### src/rtl/inst_encoder_if.sv
// inst_encoder_if: command link between the instruction encoder and its controller / decoder side.
interface inst_encoder_if #(parameter int CODE_W = 4);
    logic              start;
    logic              abort;
    logic              batch_ack;
    logic [CODE_W-1:0] gpio_io_o;
    logic [CODE_W-1:0] cur_code;
    logic              mode_o;
    logic              busy;
    logic              done;
    logic              timeout_err;
    modport master (
        input  start, abort, batch_ack,
        output gpio_io_o, cur_code, mode_o, busy, done, timeout_err
    );
    modport slave (
        output start, abort, batch_ack,
        input  gpio_io_o, cur_code, mode_o, busy, done, timeout_err
    );
endinterface

### src/rtl/inst_encoder.sv
// inst_encoder: issues command codes 1..LAST_CODE on the GPIO instruction link, one per downstream ack.
module inst_encoder #(
    parameter int          CODE_W      = 4,
    parameter int          LAST_CODE   = 15,
    parameter int          HOLD_CYCLES = 4,
    parameter int          TO_W        = 20,
    parameter int unsigned TIMEOUT     = 'hFFFFF
) (
    input logic             sys_clk,
    input logic             rst,
    inst_encoder_if.master  bus
);
    localparam int HOLD_W = $clog2(HOLD_CYCLES + 1);
    localparam logic [CODE_W-1:0] LAST      = CODE_W'(LAST_CODE);
    localparam logic [HOLD_W-1:0] HOLD_LAST = HOLD_W'(HOLD_CYCLES - 1);
    localparam logic [TO_W-1:0]   TO_LAST   = TO_W'(TIMEOUT - 1);

    typedef enum logic [2:0] {IDLE, ISSUE, WAIT_ACK, DONE, ERR} state_t;

    state_t            state, state_nx;
    logic [CODE_W-1:0] code, code_nx;
    logic [HOLD_W-1:0] hold_cnt;
    logic [TO_W-1:0]   to_cnt;
    logic              ack_pend;
    logic              mode;
    logic              err;
    logic              start_ok;
    logic              ack;
    logic              to_hit;

    assign start_ok = bus.start && !bus.abort && (state == IDLE || state == DONE || state == ERR);
    assign ack      = ack_pend || bus.batch_ack;
    assign to_hit   = TIMEOUT != 0 && to_cnt == TO_LAST;

    always_comb begin
        state_nx = state;
        code_nx  = code;
        case (state)
            IDLE, DONE, ERR: begin
                state_nx = start_ok ? ISSUE : (state == DONE ? IDLE : state);
                code_nx  = start_ok ? CODE_W'(1) : code;
            end
            ISSUE:
                state_nx = hold_cnt == HOLD_LAST ? WAIT_ACK : ISSUE;
            WAIT_ACK: begin
                state_nx = ack ? (code == LAST ? DONE : ISSUE) : (to_hit ? ERR : WAIT_ACK);
                code_nx  = ack && code != LAST ? code + 1'b1 : code;
            end
            default:
                state_nx = IDLE;
        endcase
        if (bus.abort)
            state_nx = IDLE;
    end

    // Counters restart on every state change; an ack seen while holding is kept for the first wait cycle.
    always_ff @(posedge sys_clk) begin
        if (rst) begin
            state    <= IDLE;
            code     <= '0;
            hold_cnt <= '0;
            to_cnt   <= '0;
            ack_pend <= 1'b0;
            mode     <= 1'b1;
            err      <= 1'b0;
        end else begin
            state    <= state_nx;
            code     <= code_nx;
            hold_cnt <= (state_nx != state || state != ISSUE) ? '0 : hold_cnt + 1'b1;
            to_cnt   <= (state_nx != state || state != WAIT_ACK) ? '0 : (&to_cnt ? to_cnt : to_cnt + 1'b1);
            ack_pend <= state == ISSUE && !bus.abort && ack;
            mode     <= mode ^ start_ok;
            err      <= !start_ok && (err || state_nx == ERR);
        end
    end

    assign bus.busy        = state == ISSUE || state == WAIT_ACK;
    assign bus.gpio_io_o   = bus.busy ? code : '0;
    assign bus.cur_code    = bus.gpio_io_o;
    assign bus.mode_o      = mode;
    assign bus.done        = state == DONE;
    assign bus.timeout_err = err;
endmodule
### src/flat_wrapper.sv
// flat-port wrapper written by rule: the top's interface ports become plain ports
module inst_encoder_flat 
#(
    parameter int          CODE_W      = 4,
    parameter int          LAST_CODE   = 15,
    parameter int          HOLD_CYCLES = 4,
    parameter int          TO_W        = 20,
    parameter int unsigned TIMEOUT     = 'hFFFFF
)
  (sys_clk, rst, bus_start, bus_abort, bus_batch_ack, bus_gpio_io_o, bus_cur_code, bus_mode_o, bus_busy, bus_done, bus_timeout_err);
  inst_encoder_if #(.CODE_W(CODE_W)) bus_i ();
  input logic sys_clk;
  input logic rst;
  input wire logic [$bits(bus_i.start)-1:0] bus_start;
  input wire logic [$bits(bus_i.abort)-1:0] bus_abort;
  input wire logic [$bits(bus_i.batch_ack)-1:0] bus_batch_ack;
  output wire logic [$bits(bus_i.gpio_io_o)-1:0] bus_gpio_io_o;
  output wire logic [$bits(bus_i.cur_code)-1:0] bus_cur_code;
  output wire logic [$bits(bus_i.mode_o)-1:0] bus_mode_o;
  output wire logic [$bits(bus_i.busy)-1:0] bus_busy;
  output wire logic [$bits(bus_i.done)-1:0] bus_done;
  output wire logic [$bits(bus_i.timeout_err)-1:0] bus_timeout_err;
  assign bus_i.start = bus_start;
  assign bus_i.abort = bus_abort;
  assign bus_i.batch_ack = bus_batch_ack;
  assign bus_gpio_io_o = bus_i.gpio_io_o;
  assign bus_cur_code = bus_i.cur_code;
  assign bus_mode_o = bus_i.mode_o;
  assign bus_busy = bus_i.busy;
  assign bus_done = bus_i.done;
  assign bus_timeout_err = bus_i.timeout_err;
  inst_encoder #(.CODE_W(CODE_W), .LAST_CODE(LAST_CODE), .HOLD_CYCLES(HOLD_CYCLES), .TO_W(TO_W), .TIMEOUT(TIMEOUT)) u_core (.sys_clk(sys_clk), .rst(rst), .bus(bus_i));
endmodule
### config.mk
export PLATFORM = sky130hd
export DESIGN_NAME = inst_encoder_flat
export DESIGN_NICKNAME = d
export VERILOG_FILES = /design/src/rtl/inst_encoder_if.sv /design/src/rtl/inst_encoder.sv /design/src/flat_wrapper.sv
export SDC_FILE = /design/constraint.sdc
export NUM_CORES = 1
export LEC_CHECK = 0
export ABC_AREA = 0
export ABC_CLOCK_PERIOD_IN_PS = 2100
export BUFFER_PORTS_ARGS = -buffer_cell sky130_fd_sc_hd__buf_2
export CORE_MARGIN = 3
export CORE_UTILIZATION = 47
export DETAILED_ROUTE_END_ITERATION = 16
export MAX_ROUTING_LAYER = met4
export PLACE_DENSITY = 0.66
export SYNTH_ARGS = -nofsm -noshare
export SYNTH_HDL_FRONTEND = slang
export SYNTH_SLANG_ARGS = --single-unit
export TNS_END_PERCENT = 30
### constraint.sdc
create_clock -name sys_clk -period 2.1 [get_ports sys_clk]
set_input_delay 0.21 -clock sys_clk [delete_from_list [all_inputs] [get_ports sys_clk]]
set_output_delay 0.21 -clock sys_clk [all_outputs]
set_load 0.005 [all_outputs]
Word level (Yosys, flattened, before mapping)
Index checks and enable logic that the tools add are counted.
{"block": "classes", "add_sub_neg": 3, "eq_ne": 14, "mux": 12, "bitwise_logic": 1, "reduce_logical": 22}
{"operator": "$add A20 B1 Y20 const B", "count": 1}
{"operator": "$eq A20 B20 Y1 const B", "count": 1}
{"operator": "$reduce_and A20 Y1", "count": 1}
{"operator": "$mux W3", "count": 5}
{"operator": "$mux W4", "count": 3}
{"operator": "$eq A3 B2 Y1 const B", "count": 3}
{"operator": "$pmux W3 S3", "count": 1}
{"operator": "$pmux W4 S2", "count": 1}
{"operator": "$logic_or A1 B1 Y1", "count": 7}
{"operator": "$eq A3 B3 Y1 const B", "count": 2}
{"operator": "$logic_and A1 B1 Y1", "count": 6}
{"operator": "$add A4 B1 Y4 const B", "count": 1}
{"operator": "$eq A4 B4 Y1 const B", "count": 1}
{"operator": "$mux W2", "count": 2}
{"operator": "$ne A2 B1 Y1 const B", "count": 2}
{"operator": "$ne A4 B4 Y1 const B", "count": 1}
{"operator": "$reduce_or A2 Y1", "count": 2}
{"operator": "$add A3 B1 Y3 const B", "count": 1}
{"operator": "$eq A3 B1 Y1 const B", "count": 1}
{"operator": "$logic_not A3 Y1", "count": 1}
{"operator": "$ne A3 B1 Y1 const B", "count": 1}
{"operator": "$ne A3 B2 Y1 const B", "count": 1}
{"operator": "$ne A3 B3 Y1", "count": 1}
{"operator": "$reduce_and A3 Y1", "count": 1}
{"operator": "other kinds (4)", "count": 5}
{"block": "word_totals", "reg_bits": 33, "input_bits": 5, "out_inout_bits": 12}

Longest topological paths before layout
Gate-level depths: netlist of the first run.
{"block": "logic_depth", "ltp_word": 10, "ltp_mapped": 7, "mapped_depth_nobuf": 6}

Worst setup path after synthesis of the first run
No wires, ideal clock.
{"block": "synth_timing", "path_type": "reg-to-reg", "start": "reg u_core.to_cnt[5]", "end": "reg u_core.to_cnt[15]", "arrival_time_ns": 1.806, "required_ns": 2.030, "setup_slack_ns": 0.223, "stages_incl_launch_ff": 6, "n_path_buf": 1, "period_less_slack_ns": 1.877, "path_cell_list": "dfxtp_1 -> nand4_2 -> or4_1 -> buf_2 -> or4_1 -> a21oi_1"}
{"block": "synth_via", "elab_chain_cells": 8, "word_cells_on_any_way": 10, "cone_classes": "1 x add/sub; 2 x eq/ne; 4 x mux; 3 x reduce/logical"}
{"item": "start: declaration", "line": "inst_encoder.sv:23", "text": "logic [TO_W-1:0] to_cnt;"}
{"item": "start signal: assignment", "line": "inst_encoder.sv:70", "text": "to_cnt <= (state_nx != state || state != WAIT_ACK) ? '0 : (&to_cnt ? to_cnt : to_cnt + 1'b1);"}
{"item": "$eq A20 B20 Y1", "line": "inst_encoder.sv:33", "text": "assign to_hit = TIMEOUT != 0 && to_cnt == TO_LAST;"}
{"item": "$mux W3 (2 in series)", "line": "inst_encoder.sv:46", "text": "state_nx = ack ? (code == LAST ? DONE : ISSUE) : (to_hit ? ERR : WAIT_ACK);"}
{"item": "$pmux W3 S3", "line": "inst_encoder.sv:38", "text": "case (state)"}
{"item": "$mux W3", "line": "inst_encoder.sv:52", "text": "if (bus.abort)"}
{"item": "$ne A3 B3 Y1", "line": "inst_encoder.sv:70"}
{"item": "$logic_or A1 B1 Y1", "line": "inst_encoder.sv:70"}
{"item": "$reduce_or A2 Y1 (no line)"}
Several ways; a longest one is shown, not always the timed one.
A chain may end at the register's enable or synchronous reset.

Final worst setup path of the first run
{"block": "layout_timing", "start": "reg u_core.to_cnt[7]", "end": "reg u_core.to_cnt[17]"}
Same word-level chain as after synthesis.

==> reports/qor.yml, run 1 <==
status: "completed"
clkLatencyLatePin_ps: 280
grt-busiest-layer: "met2"
cts_repair_resize_count: 0
synth_edf_count: 0
setup_viol: 0
crit_chain: "nand4_2, or4_1, buf_4, or3_1, a31oi_1"
grt_max_degree: 18
vias: 1730
holdWs_ps: 180
crit_path_max_incr_delay_ps: 610
netlist_area_um2: 1760
wl_per_cell_um: 14.8
cp.arrival_ps: 2170
path_clk_slew_ps: 60
rsz0062_at_grt: "false"
finalWeightedCongestion: 0.830
syn_avg_cell_area_um2: 8.22
num_antenna_cells: 0
finalCritPeriodShare: 0.936
synth_flop_cell: "dfxtp_1"
p_leak_nw: 0.697
crit_start: "u_core.to_cnt[7]$_SDFFE_PP0N_"
critPathBufInv: 1
fin_util: 0.583
drtAntennaViolNets: 0
grtUsageMet3: 0.0516
tightestPinTransition_ps: 503
rows: 21
syn_nets: 224
routed_via_density: 6.05
synth_sequential_area_ratio: 0.376
synth-seq-cells: 33
start_util: 0.507
max-vdd-ir-drop_uv: 416
hold_class: "in -> reg"
fillers: 329
period_needed_ps: 1970
hpwl_mm: 3.20
grt_pass1_wl_mm: 7.20
path_class: "reg -> reg"
async_reset_ff_frac: 0
synth_top_cells_by_area: "dfxtp_1, a21oi_1, nand3_1"
drv_cap: 0
overflow: 0
skew_ps: 5.79
ctsHoldBuffers: 0
hold_violations: 0
antenna_found_initial: 0
cts_root_buf: "clkbuf_8"
layout-drive-gt1-share: 0.154
hold_depth: 2
drtIter0Drc: 131
htreeDepth: 2
path_depth: 5
wl_mm: 4.25
cts_buffer_depth: 2
global_route.usage.met1: 0.280
yosys.area.top_type: "dfxtp_1"
postSynthCellCount: 214
reg2reg_depth: 5
cts.sinks: 33
core_area_um2: 3470
die_x_um: 67.2
p_per_area_nw_per_um2: 562
endpoint_kind: "flip-flop"
crit_slowest_cell: "or4_1"
grt.met2_usage: 0.331
required_ps: 2310
grt_usage: 0.218
firstDrtPassIters: 4
pin_count: 17
syn2layout_area_growth_pct: 15.0
synth_top_area_frac: 0.376
crit_family: "simple AND/OR/NAND/NOR gates"
setup_tns_ps: 0
die_area_um2: 4510
drc: 0
fmax_mhz: 508
reg2reg_from: "u_core.to_cnt[7]$_SDFFE_PP0N_"
hold_start: "rst"
cts_tree: "done"
nets: 250
slew_headroom: 0.662
post-cts-setup-buffers: 0
numCtsBuffers: 5
port_buffers: 16
critPathMaxFanout: 7
ys_types: 40
worstSetupStartpointType: "flip-flop"
grt_pass1_vias: 1549
die_height_um: 67.2
yosys_warnings: 0
drv_slew: 0
-- sequential cells by signal (all words and copies together), names as in the netlist --
register,count
u_core.bus.mode_o,1
u_core.hold_cnt,3
u_core.state,3
u_core.ack_pend,1
u_core.code,4
u_core.bus.timeout_err,1
u_core.to_cnt,20
-- cell usage in the layout, fill, tap and decap left out, drive strengths merged, types with 4 or more instances in the layout --
cell    instances
clkbuf          7
or4             6
and3            5
buf            28
o21ai           8
dfxtp          33
nor2           13
ha              5
nand4           9
nand2b          6
o31ai           4
nand3          15
inv             7
and2            5
a211oi          8
nor3           10
or3             6
nand2          12
and4            4
a21oi          20
-- kinds of logic after synthesis --
logic type | after synthesis | share of synthesized area
muxes | 3 | 0.0171
DFF | 33 | 0.376
xor gates and xnor gates | 3 | 0.0149
and+or+nand+nor | 102 | 0.329
AOI/OAI and AO/OA | 52 | 0.184
adders and majority gates | 5 | 0.0356
buffers and inverters | 16 | 0.0434
-- power by group --
part | leakage [nW] | switching [mW] | internal (mW)
clock | 0.0443 | 0.212 | 0.260
combinational | 0.387 | 0.0177 | 0.0137
sequential | 0.266 | 0.00388 | 0.630
total | 0.697 | 0.234 | 0.904
-- path summary, 6_finish.rpt --
kind	to	slack, ps
setup / recovery	u_core.to_cnt[17]$_SDFFE_PP0N_	130
hold / removal	u_core.code[1]$_SDFFE_PP0P_	180
setup reg to reg	u_core.to_cnt[17]$_SDFFE_PP0N_	130
hold reg to reg	u_core.hold_cnt[0]$_SDFF_PP0_	430
-- per-stage QoR --
stage	cells	power, mW	area (µm²)	worst slack (ps)
final	286	1.14	2020	133
after global routing	286	1.18	2020	28.0
after CTS	286	1.15	2020	149
after detailed placement	279	0.679	1940	178
after global placement	279	0.678	1940	247
after floorplan	214	0.666	1760	223
-- cell type report --
class                   instances  area [µm²]  area share
well taps                      46        57.6      0.0284
inverters                       7        26.3      0.0130
clock buffers                   7        86.3      0.0427
multi-input cells             165        1020       0.505
repair buffers                 28         170      0.0841
flip-flops and latches         33         661       0.327
-- Yosys cell counts, types with 3 or more instances --
cell type,n
nor4_1,3
xor2_1,3
nand2b_1,6
or4_1,6
clkbuf_1,4
nor3_1,9
nand2_1,12
nand4_1,8
a21oi_1,20
and2_1,5
a31oi_1,3
nand3_1,15
inv_1,7
ha_1,5
o31ai_1,4
and4_1,4
mux2i_1,3
buf_4,4
and3_1,5
nor2_1,13
dfxtp_1,33
a211oi_1,8
or3_1,6
o211ai_1,3
o21ai_0,6
-- layer usage --
metal  wire length, µm  vias up
li1                  -      855
met5                 0        -
met4                74        0
met1              2040      832
met3               149       10
met2              1990       33
Power figures use the tool's default switching activity.
==> inputs of run 2 (changes only) <==
Settings changed: CORE_MARGIN 3 to default, CORE_UTILIZATION 47 to 53, PLACE_DENSITY 0.66 to 0.73.
==> reports/qor.yml, run 2 (same netlist as run 1, synthesis figures left out) <==
status: "completed"
p_leak_nw: 0.699
reg2reg_setup_slack_ps: 80
drv_slew: 0
grt_pass1_wl_mm: 6.55
routed_via_density: 5.94
tightestPinTransition_ps: 517
num_antenna_cells: 0
wl_per_cell_um: 14.1
finalWeightedCongestion: 0.875
cts_buffer_depth: 2
core_area_um2: 3100
numCtsBuffers: 5
drtAntennaViolNets: 0
finalCritPeriodShare: 0.960
critPathBufInv: 0
antenna_found_initial: 0
cts_repair_resize_count: 0
crit_top_cell: "or4_1"
largest_reg_flops: 20
cp.arrival_ps: 2300
crit_slowest_cell: "or4_1"
crit_path_max_incr_delay_ps: 660
ctsHoldBuffers: 0
vias: 1692
path_clk_slew_ps: 110
setup_tns_ps: 0
layout-drive-gt1-share: 0.158
hold_class: "in -> reg"
critPathMaxFanout: 7
setup_ws_ps: 84.3
hpwl_mm: 2.95
drc: 0
grt_usage: 0.258
reg_top3: "u_core.to_cnt (20), u_core.code (4)"
required_ps: 2380
crit_family: "simple AND/OR/NAND/NOR gates"
final_cell_mix: "dfxtp_1, a21oi_1, buf_2"
place_ws_ps: 116
nets: 250
p_total_mw: 1.17
drtIter0Drc: 93
fmax_mhz: 496
skew_ps: 8.62
overflow: 0
start_util: 0.567
post-cts-setup-buffers: 0
die_area_um2: 3550
fin_util: 0.651
syn2layout_area_growth_pct: 14.8
path_class: "reg -> reg"
period_needed_ps: 2020
firstDrtPassIters: 4
fillers: 288
grt_max_degree: 18
wl_mm: 4.01
layoutNonFillerInstCount: 285
clkLatencyLatePin_ps: 340
grt-busiest-layer: "met2"
max_flop_register: "u_core.to_cnt"
port_buffers: 16
rsz0062_at_grt: "false"
dp.cells: 277
global_route.usage.met1: 0.344
grtUsageMet3: 0.0721
drv_cap: 0
setup_viol: 0
worstSetupStartpointType: "flip-flop"
cts_tree: "done"
die_height_um: 59.6
grt_pass1_vias: 1452
hold_violations: 0
die_x_um: 59.6
cts.sinks: 33
pin_count: 17
endpoint_kind: "flip-flop"
layout.cells.most_common: "dfxtp_1"
max-vdd-ir-drop_uv: 480
crit_chain: "nand4_2, or4_1, or4_1, a21oi_1"
p_per_area_nw_per_um2: 580
grt.met2_usage: 0.384
cts_root_buf: "clkbuf_4"
slew_headroom: 0.654
rows: 20
htreeDepth: 2
run 2: stage by stage:
stage	cell area, µm²	hold slack [ps]
2_1_floorplan	1760	279
3_3_place_gp	1930	406
3_5_place_dp	1930	427
4_1_cts	2020	74.7
5_1_grt	2020	64.6
6_report	2020	80.5
run 2: metal layers:
layer | up-vias | wire (µm) | part of all wire
met1 | 789 | 1930 | 0.48
met2 | 42 | 1820 | 0.45
met4 | 0 | 38 | 0.0095
met5 | - | 0 | 0
met3 | 7 | 228 | 0.057
li1 | 854 | - | -
run 2: layout make-up:
type                       instances  area [µm²]  share of cell area
multi-input combinational        165        1020               0.506
sequential                        33         661               0.327
timing repair buffer              28         170              0.0843
clock buffer                       7        55.1              0.0273
tap                               44        55.1              0.0273
clock inverter                     1        30.0              0.0149
inverter                           7        26.3              0.0130
run 2: worst paths after layout:
path                                       from                             end  cells after the start
setup / recovery  u_core.to_cnt[7]$_SDFFE_PP0N_  u_core.to_cnt[15]$_SDFFE_PP0N_                      4
setup reg to reg  u_core.to_cnt[7]$_SDFFE_PP0N_  u_core.to_cnt[15]$_SDFFE_PP0N_                      4
hold reg to reg   u_core.hold_cnt[0]$_SDFF_PP0_   u_core.hold_cnt[0]$_SDFF_PP0_                      1
hold / removal                              rst     u_core.code[1]$_SDFFE_PP0P_                      2
run 2: where the power goes:
part	internal, mW	leakage (nW)	switching [mW]	total (mW)
registers	0.630	0.266	0.00397	0.634
logic	0.0138	0.387	0.0177	0.0315
clock network	0.284	0.0455	0.223	0.507
total	0.928	0.699	0.244	1.17
run 2: worst register-to-register path, stage by stage, from the launching register on:
cell and delay, ps:
dfxtp_1 440, nand4_2 170, or4_1 660, or4_1 540, a21oi_1 150
==> inputs of run 3 (changes only) <==
Settings changed: ABC_CLOCK_PERIOD_IN_PS 2100 to 1800, CAP_MARGIN from default to 20, CORE_UTILIZATION 53 to 52, PLACE_DENSITY 0.73 to 0.74.
Clock period 2.1 ns to 1.8 ns, I/O delays scaled along.
==> reports/qor.yml, run 3 (same netlist as run 1, synthesis figures left out) <==
routed_via_density: 6.09
tightestPinTransition_ps: 428
layout.cells.most_common: "dfxtp_1"
core_area_um2: 3130
start_util: 0.562
p_per_area_nw_per_um2: 544
seq_area_um2: 668
rows: 20
grt_pass1_vias: 1585
skew_ps: 11.1
reg2reg_setup_slack_ps: 30
largest_reg_flops: 20
path_clk_slew_ps: 110
wl_met3_um: 291
setup_viol: 0
hold_end: "u_core.code[1]$_SDFFE_PP0P_"
htreeDepth: 2
finalWeightedCongestion: 0.860
path_class: "reg -> reg"
holdWs_ps: 81.9
pin_count: 17
drtAntennaViolNets: 0
max-vdd-ir-drop_uv: 400
cts.sinks: 33
rsz0062_at_grt: "true"
grt_max_degree: 18
die_x_um: 60.2
layout-drive-gt1-share: 0.265
hold_depth: 2
finalCritPeriodShare: 0.984
grt_usage: 0.272
fillers: 263
reg2reg_from: "u_core.to_cnt[1]$_SDFFE_PP0N_"
dp.cells: 288
nets: 264
status: "completed"
cts_root_buf: "clkbuf_4"
endpoint_kind: "flip-flop"
cts_tree: "done"
reg2reg_depth: 4
highest_layer: "met4"
clkLatencyLatePin_ps: 340
fmax_mhz: 565
setup_tns_ps: 0
vias: 1810
ctsHoldBuffers: 0
firstDrtPassIters: 4
hold_violations: 0
reg_top3: "u_core.to_cnt (20), u_core.code (4)"
m1WireLength_mm: 1.94
fin_util: 0.685
grt_pass1_wl_mm: 7.07
antenna_found_initial: 0
syn2layout_area_growth_pct: 21.8
drc: 0
drtIter0Drc: 121
numCtsBuffers: 5
drv_slew: 0
period_needed_ps: 1770
p_total_mw: 1.17
slew_headroom: 0.713
layoutNonFillerInstCount: 297
port_buffers: 16
num_antenna_cells: 0
crit_start: "u_core.to_cnt[1]$_SDFFE_PP0N_"
cp.arrival_ps: 2050
overflow: 0
worstSetupStartpointType: "flip-flop"
p_leak_nw: 0.758
cts_buffer_depth: 2
die_area_um2: 3620
multiInputGateArea_um2: 1070
hold_start: "rst"
final_cell_mix: "dfxtp_1, buf_4, a21oi_1"
required_ps: 2080
wl_per_cell_um: 14.7
hpwl_mm: 3.24
wl_mm: 4.35
hold_class: "in -> reg"
max_flop_register: "u_core.to_cnt"
drv_cap: 0
critPathMaxFanout: 9
die_height_um: 60.2
met2_wirelength_mm: 2.01
r2r_end: "u_core.to_cnt[15]$_SDFFE_PP0N_"
run 3: repair_timing:
action | CTS | global route
endpoints found under the setup margin | 10 | 30
gates resized for setup | 2 | 14
cloned | 0 | 1
pin swaps | 0 | 6
buffers inserted | 0 | 2
run 3: critical path, cell delays in order (launching register included):
cell	delay, ps
dfxtp_2	380
nand2_1	80
or4_4	580
or4_1	520
a21oi_1	150
run 3: per-layer routing:
metal  GRT usage  up-vias
li1            -      889
met1       0.350      842
met2       0.399       63
met3      0.0519       16
met4       0.146        0
met5           -        -
run 3: through the flow:
step | area [µm²] | setup slack [ps]
2_1_floorplan | 1770 | 2.26
3_3_place_gp | 2020 | -8.84
5_1_grt | 2140 | -68.9
4_1_cts | 2070 | 12.1
6_report | 2140 | 28.8
3_5_place_dp | 2020 | -65.8
run 3: layout make-up:
cell class                      instances  share of cell area
Sequential cell                        33               0.312
Inverter                                7              0.0123
Clock buffer                            5              0.0175
Timing Repair Buffer                   42               0.129
Clock inverter                          1             0.00234
Multi-Input combinational cell        165               0.501
Tap cell                               44              0.0257
run 3: worst max-delay path by stage:
stage	to	slack, ps	cells after the start
3_3_place_gp	u_core.to_cnt[15]$_SDFFE_PP0N_	-9	4
2_1_floorplan	u_core.to_cnt[15]$_SDFFE_PP0N_	2	5
5_1_grt	u_core.to_cnt[15]$_SDFFE_PP0N_	-70	4
6_report	u_core.to_cnt[15]$_SDFFE_PP0N_	30	4
3_5_place_dp	u_core.to_cnt[15]$_SDFFE_PP0N_	-70	4
4_1_cts	u_core.to_cnt[15]$_SDFFE_PP0N_	10	4
run 3: power by group:
group / total (mW) / switching (mW) / internal (mW) / leakage [nW]
Combinational: 0.0379 / 0.0212 / 0.0167 / 0.462
Sequential: 0.739 / 0.00496 / 0.734 / 0.269
Clock: 0.388 / 0.253 / 0.136 / 0.0269
